## src/rtl/instr_loader.sv

```systemverilog
// Program loader: receives a framed byte stream (length, big-endian words, XOR checksum)
// and writes the words into instruction memory while holding the CPU stalled.
module instr_loader #(
    parameter int unsigned DEPTH     = 256,
    parameter logic [15:0] BASE_ADDR = 16'h0000
) (
    input  logic        clk,
    input  logic        rst_n,
    input  logic        start,
    input  logic        in_valid,
    input  logic [7:0]  in_data,
    output logic        in_ready,
    output logic        wr_en,
    output logic [15:0] wr_addr,
    output logic [15:0] wr_data,
    output logic        cpu_hold,
    output logic        busy,
    output logic        done,
    output logic        error,
    output logic [8:0]  words_loaded
);

    localparam logic [3:0] S_IDLE   = 4'd0;
    localparam logic [3:0] S_LEN_HI = 4'd1;
    localparam logic [3:0] S_LEN_LO = 4'd2;
    localparam logic [3:0] S_DAT_HI = 4'd3;
    localparam logic [3:0] S_DAT_LO = 4'd4;
    localparam logic [3:0] S_WRITE  = 4'd5;
    localparam logic [3:0] S_CSUM   = 4'd6;
    localparam logic [3:0] S_DONE   = 4'd7;
    localparam logic [3:0] S_ERROR  = 4'd8;

    localparam logic [16:0] DEPTH_W = 17'(DEPTH);

    logic [3:0]  state_q,    state_d;
    logic [7:0]  len_hi_q,   len_hi_d;
    logic [15:0] length_q,   length_d;
    logic [7:0]  dat_hi_q,   dat_hi_d;
    logic [7:0]  csum_q,     csum_d;
    logic        wr_en_q,    wr_en_d;
    logic [15:0] wr_addr_q,  wr_addr_d;
    logic [15:0] wr_data_q,  wr_data_d;
    logic        cpu_hold_q, cpu_hold_d;
    logic        busy_q,     busy_d;
    logic        done_q,     done_d;
    logic        error_q,    error_d;
    logic [8:0]  words_q,    words_d;

    logic        xfer;
    logic [15:0] len_rx;
    logic [8:0]  words_inc;

    always_comb begin
        in_ready = (state_q == S_LEN_HI) || (state_q == S_LEN_LO) ||
                   (state_q == S_DAT_HI) || (state_q == S_DAT_LO) ||
                   (state_q == S_CSUM);
    end

    assign xfer      = in_valid && in_ready;
    assign len_rx    = {len_hi_q, in_data};
    assign words_inc = words_q + 9'd1;

    always_comb begin
        state_d    = state_q;
        len_hi_d   = len_hi_q;
        length_d   = length_q;
        dat_hi_d   = dat_hi_q;
        csum_d     = csum_q;
        wr_en_d    = 1'b0;
        wr_addr_d  = wr_addr_q;
        wr_data_d  = wr_data_q;
        cpu_hold_d = cpu_hold_q;
        busy_d     = busy_q;
        done_d     = done_q;
        error_d    = error_q;
        words_d    = words_q;

        case (state_q)
            S_IDLE, S_DONE, S_ERROR: begin
                // in_ready is low here, so a byte arriving with start is left for LEN_HI
                if (start) begin
                    state_d    = S_LEN_HI;
                    done_d     = 1'b0;
                    error_d    = 1'b0;
                    words_d    = '0;
                    csum_d     = '0;
                    busy_d     = 1'b1;
                    cpu_hold_d = 1'b1;
                end
            end
            S_LEN_HI: begin
                if (xfer) begin
                    len_hi_d = in_data;
                    state_d  = S_LEN_LO;
                end
            end
            S_LEN_LO: begin
                if (xfer) begin
                    if ((len_rx == 16'd0) || ({1'b0, len_rx} > DEPTH_W)) begin
                        state_d = S_ERROR;
                        error_d = 1'b1;
                        busy_d  = 1'b0;
                    end else begin
                        length_d = len_rx;
                        state_d  = S_DAT_HI;
                    end
                end
            end
            S_DAT_HI: begin
                if (xfer) begin
                    dat_hi_d = in_data;
                    csum_d   = csum_q ^ in_data;
                    state_d  = S_DAT_LO;
                end
            end
            S_DAT_LO: begin
                // Write strobe is registered here so it is visible during the WRITE cycle
                if (xfer) begin
                    csum_d    = csum_q ^ in_data;
                    wr_data_d = {dat_hi_q, in_data};
                    wr_addr_d = BASE_ADDR + {6'b0, words_q, 1'b0};
                    wr_en_d   = 1'b1;
                    state_d   = S_WRITE;
                end
            end
            S_WRITE: begin
                words_d = words_inc;
                if ({7'b0, words_inc} == length_q) begin
                    state_d = S_CSUM;
                end else begin
                    state_d = S_DAT_HI;
                end
            end
            S_CSUM: begin
                if (xfer) begin
                    busy_d = 1'b0;
                    if (in_data == csum_q) begin
                        state_d    = S_DONE;
                        done_d     = 1'b1;
                        cpu_hold_d = 1'b0;
                    end else begin
                        state_d = S_ERROR;
                        error_d = 1'b1;
                    end
                end
            end
            default: begin
                state_d = S_IDLE;
            end
        endcase
    end

    always_ff @(posedge clk or negedge rst_n) begin
        if (!rst_n) begin
            state_q    <= S_IDLE;
            len_hi_q   <= '0;
            length_q   <= '0;
            dat_hi_q   <= '0;
            csum_q     <= '0;
            wr_en_q    <= 1'b0;
            wr_addr_q  <= '0;
            wr_data_q  <= '0;
            cpu_hold_q <= 1'b0;
            busy_q     <= 1'b0;
            done_q     <= 1'b0;
            error_q    <= 1'b0;
            words_q    <= '0;
        end else begin
            state_q    <= state_d;
            len_hi_q   <= len_hi_d;
            length_q   <= length_d;
            dat_hi_q   <= dat_hi_d;
            csum_q     <= csum_d;
            wr_en_q    <= wr_en_d;
            wr_addr_q  <= wr_addr_d;
            wr_data_q  <= wr_data_d;
            cpu_hold_q <= cpu_hold_d;
            busy_q     <= busy_d;
            done_q     <= done_d;
            error_q    <= error_d;
            words_q    <= words_d;
        end
    end

    assign wr_en        = wr_en_q;
    assign wr_addr      = wr_addr_q;
    assign wr_data      = wr_data_q;
    assign cpu_hold     = cpu_hold_q;
    assign busy         = busy_q;
    assign done         = done_q;
    assign error        = error_q;
    assign words_loaded = words_q;

endmodule

```

## config.mk

```make
export PLATFORM = sky130hd
export DESIGN_NAME = instr_loader
export DESIGN_NICKNAME = d
export VERILOG_FILES = /design/src/rtl/instr_loader.sv
export SDC_FILE = /design/constraint.sdc
export NUM_CORES = 1
export LEC_CHECK = 0
export BUFFER_PORTS_ARGS = -buffer_cell sky130_fd_sc_hd__buf_2
export CAP_MARGIN = 10
export CORE_MARGIN = 3
export CORE_UTILIZATION = 51
export DETAILED_ROUTE_END_ITERATION = 8
export GPL_TIMING_DRIVEN = 0
export PLACE_DENSITY = 0.8
export SLEW_MARGIN = 10
export SYNTH_ARGS = -nofsm -noshare
export SYNTH_HDL_FRONTEND = slang
export SYNTH_SLANG_ARGS = --single-unit
```

## constraint.sdc

```tcl
create_clock -name clk -period 2.2 [get_ports clk]
set_clock_uncertainty 0.05 [all_clocks]
set_input_delay 0.44 -clock clk [delete_from_list [all_inputs] [get_ports clk]]
set_output_delay 0.44 -clock clk [all_outputs]
set_load 0.02 [all_outputs]
```

==> Yosys cells after proc, flatten, opt, wreduce, memory -nomap -nowiden <==
Index checks and enable logic that the tools add are counted.
{ "totals": {"out_inout_bits": 47, "regBits": 83, "input_bits": 12} }
{ "classes": {"addsub": 1, "n_eq_ne": 20, "mux": 34, "n_reduce_logical": 24, "n_lt_le_gt_ge": 1, "bitwise_logic": 2} }
{ "op_table": {"columns": ["op", "count"], "rows": [
  ["two-way mux 4 bit", 8],
  ["one-hot mux 4 bit (7 select lines)", 1],
  ["one-hot mux 9 bit (2 select lines)", 1],
  ["== test 4 x 3 -> 1 bit, second input constant", 4],
  ["== test 9 x 16 -> 1 bit", 1],
  ["> comparator 16 x 9 -> 1 bit, second input constant", 1],
  ["zero test 16 bit", 1],
  ["two-way mux 8 bit", 2],
  ["one-hot mux 8 bit (2 select lines)", 1],
  ["two-way mux 1 bit", 15],
  ["inequality test 2 bit, second input constant", 7],
  ["AND reduction 6 bit", 2],
  ["adder 9 x 1 -> 9 bit, second input constant", 1],
  ["two-way mux 9 bit", 1],
  ["== test 4 x 2 -> 1 bit, second input constant", 2],
  ["== test 8 bit", 1],
  ["AND reduction 2 bit", 4],
  ["XOR 8 bit", 1],
  ["inequality test 2 x 1 -> 1 bit, second input constant", 3],
  ["one-hot mux 1 bit (3 select lines)", 2],
  ["AND reduction 3 bit", 2],
  ["nonzero test 2 bit", 3],
  ["logical OR 1 bit", 5],
  ["AND reduction 5 bit", 1],
  ["other kinds (11)", 12]
]} }

==> Depth between registers and ports, before layout <==
{ "depth": {"ltp_word": 8, "mapped_depth": 8, "depth_no_buf": 7} }

==> Worst setup path before layout <==
OpenSTA, ideal clock, no wires.
{ "synth_path": {"kind": "flip-flop to flip-flop", "start": "register state_q[0]", "end": "register length_q[6]", "path_slack_ps": -223, "arrival_ps": 2248, "stages_incl_launch_ff": 8, "n_path_buf": 2, "cell_sequence": "dfrtp_1 -> clkbuf_1 -> nor3_1 -> a211oi_1 -> nand2_1 -> nor2_8 -> buf_8 -> mux2_4"} }
{ "synth_via": {"elab_chain_cells": 7} }
{ "synth_lines": {"columns": ["element", "line", "text"], "rows": [
  ["start: declaration", "35", "logic [3:0] state_q, state_d;"],
  ["start signal: assignment", "169", "state_q <= state_d;"],
  ["== test 4 x 1 -> 1 bit or == test 4 x 2 -> 1 bit (tied branches)", "54", "in_ready = (state_q == S_LEN_HI) || (state_q == S_LEN_LO) ||"],
  ["logical OR 1 bit (2 in a row)", "54", null],
  ["logical OR 1 bit", "55", "(state_q == S_DAT_HI) || (state_q == S_DAT_LO) ||"],
  ["logical OR 1 bit (*)", "55", null],
  ["via in_ready", "12", "output logic in_ready,"],
  ["logical AND 1 bit (*)", "59", "assign xfer = in_valid && in_ready;"],
  ["AND reduction 3 bit (no line) (*)", null, null],
  ["end signal: assignment", "171", "length_q <= length_d;"],
  ["end: declaration", "37", "logic [15:0] length_q, length_d;"]
]} }
The timed path passes the listed nets; every way through them passes the cells marked *.
A chain may end at the register's enable or synchronous reset.

==> Final worst setup path <==
{ "layout_path": {"start": "register state_q[0]", "end": "output in_ready"} }
{ "layout_via": {"elab_chain_cells": 5} }
{ "layout_lines": {"columns": ["element", "line"], "rows": [
  ["== test 4 x 1 -> 1 bit or == test 4 x 2 -> 1 bit (tied branches)", "54"],
  ["logical OR 1 bit (2 in a row)", "54"],
  ["logical OR 1 bit", "55"],
  ["logical OR 1 bit (*)", "55"],
  ["end: declaration", "12"]
]} }
Mark *: on every way between the ends. The rest lies on a longest branch, timed or not.

==> results.md <==
* Critical path, cell by cell: clkbuf_2 > nor3_2 > a211oi_2 > buf_2
* Pre-antenna DRT Iters at 4
* Sequential power share at 0.428
* Via count at 2,852
* Post-cts hold buffer count at 0
* Clock sink total at 83
* CP max stage delay at 0.43 ns
* Setup CP Type: reg -> out
* Worst-path clk slew at 0.09 ns
* Achievable frequency at 462 MHz
* CORE AREA at 7450 sq um
* Final Hold Slack at 0.00638 ns
* Mapped Area at 4010 sq um
* Initial antenna violation count at 0
* Layout cells sized above 1 at 0.347
* Gr usage total at 0.211
* Initial Util at 0.539
* Die Y at 94.7 um
* Reg-to-reg endpoint: length_q[7]$_DFFE_PN0P_
* P_leak at 2.20 nW
* Final Cell Area at 4670 sq um
* Post-synth EDFFs at 0
* Tmin final at 2.17 ns
* Worst Tran Pin Value at 0.582 ns
* Area fraction of the dominant cell type after synthesis at 0.517
* Crit end category: output pin
* Worst min-delay path category: in -> async
* Relative slew slack at 0.608
* Setup Fix Bufs, Post-CTS at 0
* Antenna-violating nets left at 0
* Cells after DPL at 508
* WP data required at 1.71 ns
* Crit-path max FO at 10
* H-Tree Depth at 3
* Gate Count Post-Synth at 360
* Seq/Total Area, Yosys at 0.517
* First-pass GRT wire length at 14,500 um
* Switching pwr at 0.00210 W
* Largest buffer count on any clock path at 2
* Clk pwr share at 0.184
* Status: completed
* # port buffers at 42
* Period utilization at 0.984
* Main synth FF type: dfrtp_1
* Dpl cell area at 4440 sq um
* Critical R2R Launch: len_hi_q[4]$_DFFE_PN0P_
* Vias in the first global route at 2,875
* Post-DP HPWL at 6190 um
* Top-count cell post-synth: dfrtp_1
* Synth Register Bits at 83
* Cell variety after synth at 49
* Area leader, netlist: dfrtp_1
* Syn_area_per_cell at 11.1 sq um
* Row count at 31
* Max Cap Viol at 0
* Final wirelength at 8510 um
* Via/cell ratio at 5.48
* Cts bufs inserted at 9
* Hold Fails Final Rpt at 0
* Sw Ratio at 0.380
* Combinational fraction of design power at 0.388
* Worst vdd ir at 0.927 mV
* Fin Setup TNS at 0 ns
* Family with the most delay on the worst path: simple AND/OR/NAND/NOR gates
* Slowest cell on the critical path: nor3_2
* Yosys warning count at 0
* Skew-Pair Late Insertion Delay at 0.36 ns
* Remaining Overflow, GRT at 0
* Async SR Flop Fraction at 1.00
* Final cell count without fillers at 520
* Area Overhead vs Synth at 16.2%
* Worst path arrival time at 1.68 ns
* Root Driver: clkbuf_8
* CTS tree: done
* Largest net degree at the start of global routing at 43
* Synth cell count leaders: 83 x dfrtp_1, 48 x mux2_2, 32 x o21ai_0, 27 x nor2_1, 18 x xnor2_1
* Nets at 429
* Critical Path Start Type: flip-flop
* Antenna Cells at 0
* Die X at 94.7 um
* RSZ-0062 raised after global routing: true
* Die footprint at 8970 sq um
* Final core utilization at 0.627
* Synth area leaders: dfrtp_1 52%, mux2_2 13%, o21ai_0 4.0%
* IO Count at 59
* Internal at 0.00342 W
* Worst Path Buf+Inv at 2
* FF-to-FF setup slack at 0.04 ns
* DRC viols at 0
* Final slew viol count at 0
* PwrDens at 1180 nW/um^2
* Placer Congestion at 0.934
* Wirelength per Cell at 16.4 um
* Worst r2r path cells at 6
* Setup violations, final at 0
* DR iter-0 viols at 89
sequential cells by signal, summed over array words and instances (netlist names):
name          flops
cpu_hold          1
error             1
wr_en             1
state_q           4
dat_hi_q          8
length_q         16
busy              1
csum_q            8
words_loaded      9
wr_data          16
len_hi_q          8
done              1
wr_addr           9
cell usage in the layout, fill, tap and decap left out, types with 3 or more instances in the layout:
cell type,Yosys,routed
dfrtp_1,83,82
mux2_2,48,48
buf_2,2,41
o21ai_0,32,31
nor2_1,27,25
xnor2_1,18,18
nand2_1,16,16
nor2b_1,10,9
nand2b_1,9,9
clkbuf_8,0,9
nand3_1,9,8
buf_4,7,8
clkbuf_2,0,7
conb_1,1,7
clkbuf_1,17,6
nor3_1,6,5
a21oi_1,6,5
nand4_1,5,5
inv_1,4,4
and2_1,4,4
and3_1,4,4
or3_1,3,3
buf_8,1,3
o41ai_1,3,3
mux2_4,3,3
o31ai_1,3,3
worst max path at each step:
| stage | startpoint | to | slack [ns] | cells after the start |
|---|---|---|---|---|
| after floorplan | in_data[5] | length_q[6]$_DFFE_PN0P_ | -0.02 | 7 |
| after global placement | in_valid | csum_q[1]$_DFFE_PN0P_ | -0.23 | 8 |
| after detailed placement | in_valid | csum_q[1]$_DFFE_PN0P_ | -0.35 | 8 |
| after CTS | state_q[2]$_DFFE_PN0P_ | length_q[7]$_DFFE_PN0P_ | 0.02 | 6 |
| after global routing | state_q[0]$_DFFE_PN0P_ | in_ready | -0.06 | 4 |
| final | state_q[0]$_DFFE_PN0P_ | in_ready | 0.03 | 4 |
repair_timing:
| action | 4_1_cts | 5_1_grt |
|---|---|---|
| setup endpoints to repair | 31 | 38 |
| resized for setup | 10 | 9 |
| cloned | 0 | 0 |
layer usage:
layer / global-route usage / share of wire
met5: 0 / 0
met4: 0.0577 / 0.010
met2: 0.332 / 0.47
met3: 0.0550 / 0.045
met1: 0.290 / 0.47
power groups by stage:
stage | Combinational, W | Clock (W) | Sequential (W)
5_1_grt | 0.00235 | 0.00113 | 0.00243
3_5_place_dp | 0.00208 | 0 | 0.00238
3_3_place_gp | 0.00201 | 0 | 0.00235
2_1_floorplan | 0.00124 | 0 | 0.00260
4_1_cts | 0.00212 | 0.00105 | 0.00235
6_report | 0.00214 | 0.00102 | 0.00237
cell families (layout without fill, tap and decap cells):
family,Yosys count,in the layout,share of synthesized area
flops,83,83,0.517
compound gates,64,64,0.0991
mux,52,52,0.148
buf+inv,34,89,0.0455
other cells,1,7,0.000934
fa+ha+maj,1,1,0.00312
xor+xnor,20,20,0.0436
simple gates,105,105,0.142
area by class of cell:
class / count / area [sq um]
timing repair buffer: 43 / 233
multi-input combinational: 249 / 1850
sequential: 83 / 2080
buffer: 26 / 181
inverter: 4 / 15.0
clock buffer: 9 / 124
fill: 620 / 2780
clock inverter: 7 / 58.8
tap: 99 / 124
through the flow:
step                total power (W)  setup slack (ns)
floorplan                   0.00384           -0.0192
global placement            0.00436            -0.229
detailed placement          0.00446            -0.349
CTS                         0.00553            0.0211
global route                0.00591           -0.0611
finish                      0.00552            0.0346
Power figures use the tool's default switching activity.
